==> src/rtl/hazard_unit_mc.sv <==
// Hazard unit for the 5-stage pipeline: prioritised stall/flush, E-stage operand
// forwarding, long-latency register scoreboard and a saturating stall-cycle counter.
module hazard_unit_mc #(
  parameter int NREG    = 32,
  parameter int REG_AW  = 5,
  parameter int MAX_OUT = 4,
  parameter int CNT_AW  = 3,
  parameter int PERF_W  = 32
) (
  input  logic              clk,
  input  logic              CpuRst,
  input  logic              ICacheMiss,
  input  logic              DCacheMiss,
  input  logic              BranchE,
  input  logic              JalrE,
  input  logic              JalD,
  input  logic [REG_AW-1:0] Rs1D,
  input  logic [REG_AW-1:0] Rs2D,
  input  logic [REG_AW-1:0] Rs1E,
  input  logic [REG_AW-1:0] Rs2E,
  input  logic [REG_AW-1:0] RdE,
  input  logic [REG_AW-1:0] RdM,
  input  logic [REG_AW-1:0] RdW,
  input  logic [1:0]        RegReadD,
  input  logic [1:0]        RegReadE,
  input  logic              MemToRegE,
  input  logic              RegWriteM,
  input  logic              RegWriteW,
  input  logic              LongIssueE,
  input  logic              LongDoneW,
  input  logic [REG_AW-1:0] LongRdW,
  output logic              StallF,
  output logic              FlushF,
  output logic              StallD,
  output logic              FlushD,
  output logic              StallE,
  output logic              FlushE,
  output logic              StallM,
  output logic              FlushM,
  output logic              StallW,
  output logic              FlushW,
  output logic [1:0]        Forward1E,
  output logic [1:0]        Forward2E,
  output logic              SbBusy,
  output logic              SbError,
  output logic [PERF_W-1:0] StallCnt
);

  logic [NREG-1:0]   sb;
  logic [NREG-1:0]   sb_set;
  logic [NREG-1:0]   sb_clr;
  logic [NREG-1:0]   sb_next;
  logic [CNT_AW-1:0] cnt;
  logic              sb_error;
  logic [PERF_W-1:0] stall_cnt;

  logic load_use, sb_raw, waw_full, issue;
  logic s_f, s_d, s_e, s_m, f_d, f_e, f_m, f_w;
  logic [1:0] fwd1, fwd2;

  always_comb begin
    load_use = MemToRegE && (RdE != '0) &&
               ((RegReadD[1] && (RdE == Rs1D)) || (RegReadD[0] && (RdE == Rs2D)));
    sb_raw   = (RegReadD[1] && sb[Rs1D]) || (RegReadD[0] && sb[Rs2D]);
    waw_full = LongIssueE && (sb[RdE] || (cnt == CNT_AW'(MAX_OUT)));
  end

  // Base priority chain, then the I-cache overlay.
  always_comb begin
    s_f = 1'b0; s_d = 1'b0; s_e = 1'b0; s_m = 1'b0;
    f_d = 1'b0; f_e = 1'b0; f_m = 1'b0; f_w = 1'b0;
    if (DCacheMiss) begin
      s_f = 1'b1; s_d = 1'b1; s_e = 1'b1; s_m = 1'b1; f_w = 1'b1;
    end else if (BranchE || JalrE) begin
      f_d = 1'b1; f_e = 1'b1;
    end else if (waw_full) begin
      s_f = 1'b1; s_d = 1'b1; s_e = 1'b1; f_m = 1'b1;
    end else if (load_use || sb_raw) begin
      s_f = 1'b1; s_d = 1'b1; f_e = 1'b1;
    end else if (JalD) begin
      f_d = 1'b1;
    end
    if (ICacheMiss && !DCacheMiss) begin
      s_f = 1'b1;
      if (!s_d) f_d = 1'b1;
    end
  end

  always_comb begin
    fwd1 = 2'b00;
    if (RegReadE[1] && RegWriteM && (RdM != '0) && (RdM == Rs1E))      fwd1 = 2'b10;
    else if (RegReadE[1] && RegWriteW && (RdW != '0) && (RdW == Rs1E)) fwd1 = 2'b01;
    fwd2 = 2'b00;
    if (RegReadE[0] && RegWriteM && (RdM != '0) && (RdM == Rs2E))      fwd2 = 2'b10;
    else if (RegReadE[0] && RegWriteW && (RdW != '0) && (RdW == Rs2E)) fwd2 = 2'b01;
  end

  // Reset forces every stage register to flush regardless of hazards.
  always_comb begin
    StallF    = CpuRst ? 1'b0 : s_f;
    StallD    = CpuRst ? 1'b0 : s_d;
    StallE    = CpuRst ? 1'b0 : s_e;
    StallM    = CpuRst ? 1'b0 : s_m;
    StallW    = 1'b0;
    FlushF    = CpuRst;
    FlushD    = CpuRst ? 1'b1 : f_d;
    FlushE    = CpuRst ? 1'b1 : f_e;
    FlushM    = CpuRst ? 1'b1 : f_m;
    FlushW    = CpuRst ? 1'b1 : f_w;
    Forward1E = CpuRst ? 2'b00 : fwd1;
    Forward2E = CpuRst ? 2'b00 : fwd2;
  end

  // An issue with RdE==0 is counted but never marks the scoreboard.
  always_comb begin
    issue   = LongIssueE && !s_e && !f_e;
    sb_set  = (issue && (RdE != '0)) ? (NREG'(1) << RdE) : '0;
    sb_clr  = (LongDoneW && (LongRdW != '0)) ? (NREG'(1) << LongRdW) : '0;
    sb_next = (sb & ~sb_clr) | sb_set;
    sb_next[0] = 1'b0;
  end

  always_ff @(posedge clk or posedge CpuRst) begin
    if (CpuRst) begin
      sb        <= '0;
      cnt       <= '0;
      sb_error  <= 1'b0;
      stall_cnt <= '0;
    end else begin
      sb <= sb_next;
      if (issue && !LongDoneW)
        cnt <= cnt + CNT_AW'(1);
      else if (LongDoneW && !issue && (cnt != '0))
        cnt <= cnt - CNT_AW'(1);
      if (LongDoneW && (cnt == '0))
        sb_error <= 1'b1;
      if (s_f && (stall_cnt != '1))
        stall_cnt <= stall_cnt + PERF_W'(1);
    end
  end

  assign SbBusy   = |sb;
  assign SbError  = sb_error;
  assign StallCnt = stall_cnt;

endmodule

==> config.mk <==
export PLATFORM = sky130hd
export DESIGN_NAME = hazard_unit_mc
export DESIGN_NICKNAME = d
export VERILOG_FILES = /design/src/rtl/hazard_unit_mc.sv
export SDC_FILE = /design/constraint.sdc
export NUM_CORES = 1
export LEC_CHECK = 0
export ABC_AREA = 1
export CAP_MARGIN = 20
export CORE_AREA = 10 10 109 111
export CTS_CLUSTER_DIAMETER = 200
export DETAILED_ROUTE_END_ITERATION = 8
export DIE_AREA = 0 0 119 121
export PLACE_DENSITY = 0.85
export SLEW_MARGIN = 20
export SYNTH_ARGS = -nofsm -noshare
export SYNTH_HDL_FRONTEND = slang
export SYNTH_SLANG_ARGS = --single-unit
==> constraint.sdc <==
create_clock -name clk -period 5.65 [get_ports clk]
set_input_delay 1.13 -clock clk [delete_from_list [all_inputs] [get_ports clk]]
set_output_delay 1.13 -clock clk [all_outputs]
set_load 0.03 [all_outputs]
Word level (Yosys, flattened, before mapping)
Index checks and enable logic that the tools add are counted. W data, S select, Z words.

Register bits: 67. Latch bits: 0. Bits in read-only memories: 0. Output and inout bits: 48. Memories: 0. Input bits: 56. Bits in writable memories: 0. Logic and storage cells: 114.

Reduce and logical (&&, ||, !) cells: 47. Bitwise gates (word level): 3. Eq/ne operators: 8. Add/sub/neg operators: 3. Shifts and indexed selects: 2. Magnitude comparators: 3. Divide/modulo/power cells: 0. Multipliers: 0. Mux-type cells: 44.

Operator list (count): $mux W32 (2); $shl A1 B5 Y32 const A (2); $mux W1 (33); $add A32 B1 Y32 const B (1); $and A32 B32 Y32 (1); $ne A32 B32 Y1 const B (1); $not A32 Y32 (1); $or A32 B32 Y32 (1); $reduce_or A31 Y1 (1); $eq A5 B5 Y1 (6); $logic_and A1 B1 Y1 (29); $reduce_bool A5 Y1 (4); $lt A5 B6 Y1 const B (3); $bmux W1 S5 (3); $mux W2 (4); $mux W3 (2); $logic_not A1 Y1 (5); $logic_or A1 B1 Y1 (5); $add A3 B1 Y3 const B (1); $eq A3 B3 Y1 const B (1); $logic_not A3 Y1 (1); $reduce_bool A3 Y1 (1); $sub A3 B1 Y3 const B (1); $reduce_bool A2 Y1 (1).

Logic depth before layout (Yosys ltp)
Word-level depth: 16. Depth in mapped cells: 20. Depth with buffers taken out: 18.

Worst setup path after synthesis
OpenSTA, ideal clock, no wires.

Path type: input -> output. Start point: input port CpuRst. End point: output port Forward1E[0]. Slack: 499 ps. Required time: 4520 ps. Path buffers: 1. Stages: 4. Data arrival time: 4021 ps. Cell sequence: clkbuf_1 inv_1 nand4_1 nor4_1.

Longest elaborated chain between the ends: 1.

RTL lines: start: declaration (RTL line 11) `input logic CpuRst,`; $mux W2 (RTL line 110) `Forward1E = CpuRst ? 2'b00 : fwd1;`; end: declaration (RTL line 42) `output logic [1:0] Forward1E,`.

No other way between the ends.

Final worst setup path
Start point: input port RdE[1]. End point: output port FlushE.

Longest elaborated chain between the ends: 10. Elaborated cells between the ends (all ways): 18. Classes of those cells: 2 x eq/ne; 7 x mux; 9 x reduce/logical.

RTL lines: start: declaration (RTL line 21) `input logic [REG_AW-1:0] RdE,`; branches (longest 6 deep; another with $bmux W1 S5); $mux W1 * (RTL line 76) `end else if (waw_full) begin`; $mux W1 * (RTL line 74) `end else if (BranchE || JalrE) begin`; $mux W1 * (RTL line 72) `if (DCacheMiss) begin`; $mux W1 * (RTL line 107) `FlushE = CpuRst ? 1'b1 : f_e;`; end: declaration (RTL line 37) `output logic FlushE,`.

Every way passes the cells marked *. The select of a mux whose other input is x is not followed.

==> run_results.csv <==
group,metric,value,unit
grt,gr-usage-all-layers,26.0,%
synth,ys_ff_latch,67,
synth,synthMuxAreaShare,0,%
job,maxCapViolations,0,
cells_and_area,synthToLayoutAreaGrowth,24.4,%
sta,rsz0062_at_grt,"no",
setup_path,crit_path_frequent_cell,"nand2_1",
clock_tree,clock-sinks,67,
routing,drtPass1Iterations,8,
setup_path,critical_path_arrival,3.80,ns
synth,synth-edff-count,0,
setup_path,worst-endpoint-required,4.52,ns
synth,post_synthesis_net_count,885,
routing,via_per_inst,5.95,
floorplanning,die_area,14400,sq um
setup_path,worstSetupStartpointType,"input pin",
pwr,pwr_dens,259,nW/um^2
cells_and_area,fin_nets,976,
cells_and_area,most-common-layout-cells,"nand2_1 (284), clkdlybuf4s50_1 (102), nand3_1 (98)",
setup_path,regToRegStartpoint,"sb[23]",
synth,yosysUniqueCellTypes,40,
routing,routedWlPerCell,18.1,um
sta,worst_hold_slack,0.515,ns
routing,drt-total-wl,19.1,mm
setup_path,worst-path-buf-inv,4,
pwr,power.leakage,2.92,nW
sta,timing.fmax,0.203,GHz
routing,ant_nets,0,
setup_path,setup.worst_path.class,"input pin to output port",
setup_path,slowest_delay,0.68,ns
routing,initialDrtViolationCount,641,
sta,fin_skew,0.0138,ns
floorplanning,dieHeight,121,um
setup_path,worstPathMaxFanout,12,
placed_design,routabilityCongestion,1.01,
sta,final_period_minus_worst_setup_slack,4.93,ns
synth,synth_cells,827,
clock_tree,ctsHtreeMaxLevel,3,
sta,maxSlewViolCount,0,
sta,worst-slew-pin-transition,0.859,ns
pwr,peakVddDrop,0.000207,V
setup_path,critical_path.cell_chain,"clkdlybuf4s50_1, inv_1, nor2_1, nand2_1, nand4_1, nand3_1, nand2_1, nand2_1, nand3_2, a21oi_4, o22ai_1, inv_1, clkdlybuf4s50_1",
synth,synth-adder-area-share,0.604,%
synth,synth-compound-area-share,12.6,%
setup_path,r2r-end,"cnt[2]",
cells_and_area,layout-drive-gt1-share,4.77,%
sta,hold_viol_final,0,
clock_tree,cell_at_the_root_of_the_clock_tree,"clkbuf_8",
clock_tree,cts.repair_timing.setup_buffer_count,0,
clock_tree,cts_tree,"done",
grt,grt_overflow,0,
synth,synth_top_flop_cell,"dfrtp_1",
sta,min_period_over_period,87.3,%
synth,syn-mean-instance-area,6.52,sq um
setup_path,worstRegToRegCells,17,
sta,tns,0,ns
synth,synth_warnings,0,
worst_hold_path,whs_endpoint,"SbError",
cells_and_area,antenna_cells,0,
sta,report.final.setup_viol,0,
grt,antenna_found_initial,0,
grt,vias_in_the_first_global_route,6314,
synth,synth.cell_area,5390,sq um
routing,routed-via-count,6283,
clock_tree,cts-root-to-sink-buffers,2,
grt,grt_start_max_net_pins,65,
placed_design,placement.io_buffers,102,
clock_tree,clkLatencyLatePin,0.36,ns
setup_path,reg2reg_slack,2.91,ns
setup_path,cp_top_family,"buffers and inverters",
setup_path,cp_slowest_cell,"clkdlybuf4s50_1",
clock_tree,holdBufCountCts,0,
synth,ys_async_sr_fraction,100,%
synth,synth-xor-area-share,5.53,%
synth,combinational_family_with_the_most_area_after_synthesis,"simple AND/OR/NAND/NOR gates",
floorplanning,starting_density,55.9,%
clock_tree,cts-resized-gates,0,
worst_hold_path,hold_path.startpoint,"SbError",
grt,global_route_wire_length_before_repair,31.0,mm
clock_tree,clk_transition_reported_paths,0.08,ns
floorplanning,fp-row-count,36,
floorplanning,design.core.area,9640,sq um
placed_design,place_ws,0.721,ns
worst_hold_path,worst_hold_path.num_cells,1,
synth,synth-simple-area-share,40.9,%
sta,setup_ws,0.717,ns
worst_hold_path,hold_path_class,"flop to flop",
cells_and_area,fill_cells,840,
clock_tree,cts_inserted_buffers,9,
placed_design,post-dp-hpwl,14.2,mm
floorplanning,die_width,119,um
synth,synth.yosys.seq_area_share,31.1,%
outcome,status,"complete, no violations",
sta,worst_slew_margin_rel,42.6,%
setup_path,capturing_element_type_of_the_critical_path,"output port",
cells_and_area,layout.cells.most_common,"nand2_1",
routing,drc,0,
floorplanning,ioPinCount,104,
## per-layer routing
| metal | wire length [um] | GRT usage (%) | vias to the layer above |
|---|---|---|---|
| li1 | - | - | 2936 |
| met1 | 7180 | 29.3 | 2858 |
| met2 | 9030 | 45.0 | 402 |
| met3 | 1970 | 6.75 | 87 |
| met4 | 957 | 12.0 | 0 |
| met5 | 0 | 0 | - |
## power breakdown
part / total (mW) / switching, mW / internal (mW)
sequential: 0.626 / 0.0879 / 0.538
combinational: 0.583 / 0.360 / 0.223
clock: 0.528 / 0.225 / 0.303
total: 1.74 / 0.673 / 1.06
## stage by stage
step	utilization, %	area (sq um)	std cells	total power, mW
after floorplan	-	5390	827	0.975
after CTS	69.4	6690	1055	1.73
after global placement	66.8	6440	1039	1.19
after detailed placement	66.8	6440	1039	1.21
final	69.5	6700	1056	1.74
after global routing	69.5	6700	1056	1.82
## state kept, by name, summed over array words and instances, names as in the netlist
| register | flops |
|---|---|
| sb | 31 |
| StallCnt | 32 |
| SbError | 1 |
| cnt | 3 |
## logic make-up (layout without fill, tap and decap cells)
group | after synthesis | after routing
simple gates | 505 | 505
flops | 67 | 67
compound gates | 110 | 110
buf+inv | 108 | 204
other cells | 1 | 1
xor+xnor | 34 | 34
fa+ha+maj | 2 | 2
## Yosys cell counts (8+ instances only)
master / instances / area, sq um
nand4_1: 10 / 62.6
inv_1: 70 / 263
xor2_1: 18 / 158
o22ai_1: 8 / 50.1
nor3_1: 24 / 120
buf_4: 11 / 82.6
nand2_1: 284 / 1070
nand3_1: 98 / 490
o31ai_1: 17 / 128
o21ai_1: 34 / 170
nor4_1: 16 / 100
clkbuf_1: 10 / 37.5
nor2_1: 55 / 206
o21ai_0: 27 / 135
dfrtp_1: 67 / 1680
xnor2_1: 16 / 140
o41ai_1: 11 / 96.3
## worst max path at each step
| stage | startpoint | to | slack (ns) | cells past startpoint |
|---|---|---|---|---|
| floorplan | CpuRst | Forward1E[0] | 0.50 | 4 |
| global route | RdE[1] | FlushE | 0.43 | 13 |
| global placement | RdE[1] | StallF | 0.75 | 14 |
| CTS | RdE[1] | FlushE | 0.72 | 13 |
| finish | RdE[1] | FlushE | 0.72 | 13 |
| detailed placement | RdE[1] | FlushE | 0.72 | 13 |
## final cells by class
class | count | area (sq um) | share of cell area [%]
clock inverters | 7 | 130 | 1.94
inverters | 75 | 282 | 4.20
repair buffers | 113 | 1100 | 16.5
well taps | 133 | 166 | 2.48
flip-flops and latches | 67 | 1680 | 25.0
multi-input cells | 652 | 3220 | 48.0
clock buffers | 9 | 124 | 1.85
Power figures use the tool's default switching activity.
